$ cat config.mk
export PLATFORM = sky130hd
export DESIGN_NAME = sym_dn_lut_bank
export DESIGN_NICKNAME = d
export VERILOG_FILES = /design/src/rtl/sym_dn_lut_bank.sv
export SDC_FILE = /design/constraint.sdc
export NUM_CORES = 1
export LEC_CHECK = 0
export ABC_CLOCK_PERIOD_IN_PS = 6450
export BUFFER_PORTS_ARGS = -buffer_cell sky130_fd_sc_hd__buf_2
export CORE_UTILIZATION = 60
export CTS_CLUSTER_DIAMETER = 50
export DETAILED_ROUTE_END_ITERATION = 16
export PLACE_DENSITY = 0.76
export SYNTH_ARGS = -nofsm -noshare
export SYNTH_HDL_FRONTEND = slang
export SYNTH_SLANG_ARGS = --single-unit
$ cat constraint.sdc
create_clock -name write_clk -period 6.45 [get_ports write_clk]
set_input_delay 1.29 -clock write_clk [delete_from_list [all_inputs] [get_ports write_clk]]
set_output_delay 1.29 -clock write_clk [all_outputs]
set_load 0.05 [all_outputs]
$ cat src/rtl/sym_dn_lut_bank.sv
// Double-buffered decision-node LUT: a streaming loader fills the shadow bank
// while RD_PORTS registered read ports serve the active bank; swap commits it.
//
// state | meaning
// IDLE  | waiting for load_start; swap_req honoured when shadow_full
// LOAD  | accepting load_data into shadow bank, address 0..DEPTH-1
module sym_dn_lut_bank #(
    parameter int DATA_W   = 4,
    parameter int ADDR_W   = 7,
    parameter int RD_PORTS = 2
) (
    input  logic                         write_clk,
    input  logic                         rstn,
    input  logic                         load_start,
    input  logic [DATA_W-1:0]            load_data,
    input  logic                         load_valid,
    output logic                         load_ready,
    output logic                         load_done,
    output logic                         shadow_full,
    input  logic                         swap_req,
    output logic                         active_bank,
    output logic                         lut_ready,
    output logic                         busy,
    input  logic [RD_PORTS-1:0]          rd_en,
    input  logic [RD_PORTS*ADDR_W-1:0]   rd_addr,
    output logic [RD_PORTS*DATA_W-1:0]   rd_data,
    output logic [RD_PORTS-1:0]          rd_valid
);

    localparam int DEPTH = 2 ** ADDR_W;

    typedef enum logic {IDLE, LOAD} state_t;

    state_t                       state_q, state_d;
    logic [ADDR_W-1:0]            cnt_q, cnt_d;
    logic                         load_done_q, load_done_d;
    logic                         shadow_full_q, shadow_full_d;
    logic                         active_bank_q, active_bank_d;
    logic                         lut_ready_q, lut_ready_d;
    logic [RD_PORTS-1:0]          rd_valid_q, rd_valid_d;
    logic [RD_PORTS*DATA_W-1:0]   rd_data_q, rd_data_d;
    logic                         wr_en;

    logic [DATA_W-1:0] bank_mem [2][DEPTH];

    always_comb begin
        state_d       = state_q;
        cnt_d         = cnt_q;
        load_done_d   = 1'b0;
        shadow_full_d = shadow_full_q;
        active_bank_d = active_bank_q;
        lut_ready_d   = lut_ready_q;
        wr_en         = 1'b0;
        case (state_q)
            IDLE: begin
                if (shadow_full_q && swap_req) begin
                    active_bank_d = ~active_bank_q;
                    shadow_full_d = 1'b0;
                    lut_ready_d   = 1'b1;
                end
                // Starting a load discards any uncommitted table.
                if (load_start) begin
                    state_d       = LOAD;
                    cnt_d         = '0;
                    shadow_full_d = 1'b0;
                end
            end
            LOAD: begin
                if (load_valid) begin
                    wr_en = 1'b1;
                    cnt_d = cnt_q + 1'b1;
                    if (&cnt_q) begin
                        load_done_d   = 1'b1;
                        shadow_full_d = 1'b1;
                        state_d       = IDLE;
                    end
                end
            end
            default: state_d = IDLE;
        endcase
    end

    always_comb begin
        rd_valid_d = rd_en;
        rd_data_d  = rd_data_q;
        for (int p = 0; p < RD_PORTS; p++) begin
            if (rd_en[p])
                rd_data_d[p*DATA_W +: DATA_W] =
                    bank_mem[active_bank_q][rd_addr[p*ADDR_W +: ADDR_W]];
        end
    end

    always_ff @(posedge write_clk or negedge rstn) begin
        if (!rstn) begin
            state_q       <= IDLE;
            cnt_q         <= '0;
            load_done_q   <= 1'b0;
            shadow_full_q <= 1'b0;
            active_bank_q <= 1'b0;
            lut_ready_q   <= 1'b0;
            rd_valid_q    <= '0;
            rd_data_q     <= '0;
        end else begin
            state_q       <= state_d;
            cnt_q         <= cnt_d;
            load_done_q   <= load_done_d;
            shadow_full_q <= shadow_full_d;
            active_bank_q <= active_bank_d;
            lut_ready_q   <= lut_ready_d;
            rd_valid_q    <= rd_valid_d;
            rd_data_q     <= rd_data_d;
        end
    end

    // Loads only happen in LOAD, so the inactive bank is always the shadow.
    always_ff @(posedge write_clk) begin
        if (wr_en)
            bank_mem[~active_bank_q][cnt_q] <= load_data;
    end

    assign load_ready  = (state_q == LOAD);
    assign busy        = (state_q == LOAD);
    assign load_done   = load_done_q;
    assign shadow_full = shadow_full_q;
    assign active_bank = active_bank_q;
    assign lut_ready   = lut_ready_q;
    assign rd_valid    = rd_valid_q;
    assign rd_data     = rd_data_q;

endmodule
==> key figures <==
Status
  – Status: complete, no violations

Clock tree
  – Clock transition time at the flip-flop clock pins of the worst setup and hold paths: around 0.060 ns
  – Library cell used as clock root buffer: clkbuf_16
  – # clock sinks: approximately 1000
  – Post-CTS Hold Fix Bufs: 0
  – CTS tree: yes
  – Number of levels the H-tree was split into: 3
  – Cts repair resizes: 0
  – Max Root-Sink Buffers: 3
  – Number of CTS-inserted buffers: about 110
  – Total setup buffers inserted after CTS: 0
  – Skew-Pair Late Insertion Delay: a little over 0.7 ns

Critical path
  – Crit. End Element: flop
  – Nature of the critical path startpoint: input port
  – Sum of buffers and inverters on the critical path: 2
  – Peak per-stage delay on the critical path: 0.79 ns
  – CP cell instances: buf_6 > buf_4 > nand2_1 > o22ai_1 > nor2_1 > a22oi_1 > a41oi_1 > nor3_1 > o32ai_1
  – Slowest cell on crit path: buf_4
  – Highest fanout seen on the critical path: 57
  – Worst Path Class, Setup: in -> reg
  – Data required time of the worst path: 6.99 ns
  – Top delay family on crit path: simple AND/OR/NAND/NOR gates
  – Data arrival at the endpoint of the critical path: slightly below 5 ns

STA
  – Minimum period implied by the final worst setup slack: 4.368 ns
  – Setup clock skew after layout: approximately 0.034 ns
  – Final count of negative-setup-slack endpoints: 0
  – Endpoints failing hold: 0
  – Peak Freq: around 0.23 GHz
  – Setup tns final: 0 ns
  – Slew at the pin closest to its max-slew limit: approximately 1.4 ns
  – Final Slew Violations: 0
  – Worst slew margin relative to its limit: under 10%
  – RSZ-0062 raised after global routing: false
  – Period utilization: approximately 68%

Logic synthesis
  – Synthesized cell area: 50180 um^2
  – Syn nets: around 2900
  – Top area cells in the synthesized netlist: edfxtp_1 61%, mux4_2 22%, nor2_1 2.6%
  – Count leader, synth: edfxtp_1
  – Syn Area/Cell: 17.48 um^2
  – Most frequent cells after synthesis: 1024 x edfxtp_1, 483 x mux4_2, 346 x nor2_1
  – Post-Syn Instances: 2871
  – Ys flop type: edfxtp_1
  – Post-synth EDFFs: between 1000 and 1500
  – Async set-reset flop share out of synthesis: around 2.1%
  – Synthesis-stage register bit count: approximately 1000
  – Sequential cell area fraction in the yosys report: between 60% and 70%
  – Post-synth cell types: between 50 and 60
  – Area fraction of the dominant cell type after synthesis: approximately three fifths
  – Warning count from the yosys run: 0
  – Library cell with the largest summed area after synthesis: edfxtp_1

Final layout
  – Layout overhead on the synthesized area: 9.298%
  – Layout cells sized above 1: between 20% and 30%
  – Fin nets: between 2000 and 3000

Routing
  – Overall via count from detail_route: 30620
  – Routed length per instance: between 30 and 40 um
  – First-pass detailed-route iteration total: 6
  – Drt drc: 0
  – Count of routing violations after the opening detailed-route iteration: ~4800
  – Routed Antenna Nets: 0
  – Routed wire length: 149900 um
  – Via/cell ratio: 7.614

Power
  – Pwr/cell area: ~280 nW/um^2
  – Maximum VDD drop: between 0.2 and 0.3 mV
  – Total design power: roughly 15 mW
  – Leak Pwr: between 15 and 20 nW

Global route
  – Antenna violations before repair: 7
  – Wire length of the first global-routing pass: roughly 220000 um
  – Via count of the first global-routing pass: slightly above 30000
  – Global-route congestion overflow total: 0
  – Most crowded layer after global routing: met2
  – Met3 Track Usage GR: under 10%
  – Met1 Resource Use GR: 46.05%
  – Largest net degree at the start of global routing: approximately 150
  – Overall Global Routing Usage: 35.88%
  – GR Util met2: 54.96%

Die
  – Floorplan die width: 291.2 um
  – Height of the die: 291.2 um
  – Site Rows: approximately 110
  – Core footprint: 82370 um^2
  – Total Die Area: 84790 um^2
  – Total I/O pin count: 41
  – Initial core utilization: around 60%

Place
  – Number of port buffers: 40
  – Post-detail-place hpwl: ~99000 um
  – Final Wtd Congestion: ~1

Run
  – Reported max-cap violation count: 0

Worst hold path
  – Worst Hold Class: reg -> reg
[layout make-up]
cell class | count | area [um^2]
repair buffers | 98 | 809.5
flip-flops and latches | 1046 | 31300
well taps | 1070 | 1339
inverters | 4 | 15.01
diodes | 3 | 7.507
clock inverters | 81 | 844.6
fillers | 5287 | 27530
clock buffers | 129 | 2909
multi-input cells | 1590 | 17620
[state kept, by name, indices dropped and copies added (netlist names)]
register     count
bank_mem      1024
rd_data          8
cnt_q            7
rd_valid         2
active_bank      1
busy             1
load_done        1
lut_ready        1
shadow_full      1
[routing by layer]
layer | up-vias | part of all wire [%]
met4 | 6 | 7.9
met3 | 608 | 13
met5 | - | 0.029
met1 | 15510 | 33
met2 | 2546 | 46
li1 | 11940 | -
[final timing paths]
check                                              from                       to  slack, ns  depth (start not counted)
worst max register to register  active_bank$_DFFE_PN0P_   rd_data[6]$_DFFE_PN0P_       2.19                          9
max in group asynchronous                          rstn  active_bank$_DFFE_PN0P_       5.16                          1
worst min register to register    lut_ready$_DFFE_PN0P_    lut_ready$_DFFE_PN0P_       0.49                          1
worst max-delay path                         rd_addr[9]   rd_data[4]$_DFFE_PN0P_       2.08                          9
min in group asynchronous                          rstn   rd_data[6]$_DFFE_PN0P_       0.68                          1
worst min-delay path              lut_ready$_DFFE_PN0P_    lut_ready$_DFFE_PN0P_       0.49                          1
[power by group]
part,internal [mW],switching [mW]
clock network,3.78,2.79
registers,7.52,0.0968
logic,0.365,0.860
total,11.7,3.74
[cell usage in the layout, fill, tap and decap left out, types with 10 or more instances in the layout]
| master | count |
|---|---|
| a211oi_1 | 27 |
| clkbuf_1 | 15 |
| a2111oi_0 | 11 |
| clkbuf_16 | 114 |
| o22ai_1 | 81 |
| edfxtp_1 | 1024 |
| nand2b_1 | 21 |
| nor2b_1 | 25 |
| nor2_1 | 345 |
| a22oi_1 | 21 |
| nand3_1 | 30 |
| o21ai_0 | 43 |
| a21oi_1 | 36 |
| mux2_2 | 72 |
| nand2_1 | 86 |
| buf_2 | 32 |
| mux2i_1 | 102 |
| nor3_1 | 47 |
| dfrtp_1 | 21 |
| clkinvlp_4 | 10 |
| mux4_2 | 483 |
| bufinv_16 | 13 |
| nand3b_1 | 11 |
| nand4_1 | 12 |
| clkinv_1 | 24 |
| buf_4 | 49 |
| clkinv_2 | 15 |
[through the flow]
stage               hold WS, ns  worst slack, ns  util, %  std cells  cell area (um^2)
floorplan                0.6716            3.141        -       2871             50180
global placement         0.4527            1.672    62.02       3808             51080
detailed placement       0.4680            1.592    62.02       3808             51080
CTS                      0.4932            2.300    66.57       4018             54840
global route             0.5205            2.051    66.58       4019             54840
finish                   0.4944            2.082    66.58       4021             54850
[worst register-to-register path, delay by kind of cell, from the launching register on]
kind | cells | cell delay [ns]
AOI/OAI and AO/OA | 4 | 0.84
buffers and inverters | 2 | 0.81
DFF | 1 | 1.02
and+or+nand+nor | 3 | 1.45
[kinds of logic (layout without fill, tap and decap cells)]
| group | Yosys count | in the layout | share of synthesized area (%) |
|---|---|---|---|
| fa+ha+maj | 1 | 1 | 0.02493 |
| xor+xnor | 2 | 2 | 0.03491 |
| mux | 657 | 657 | 25.33 |
| other cells | 0 | 3 | 0 |
| buf+inv | 235 | 312 | 2.576 |
| simple gates | 639 | 639 | 5.725 |
| flops | 1046 | 1046 | 62.38 |
| compound gates | 291 | 291 | 3.935 |
(Power assumes the default switching activity.)
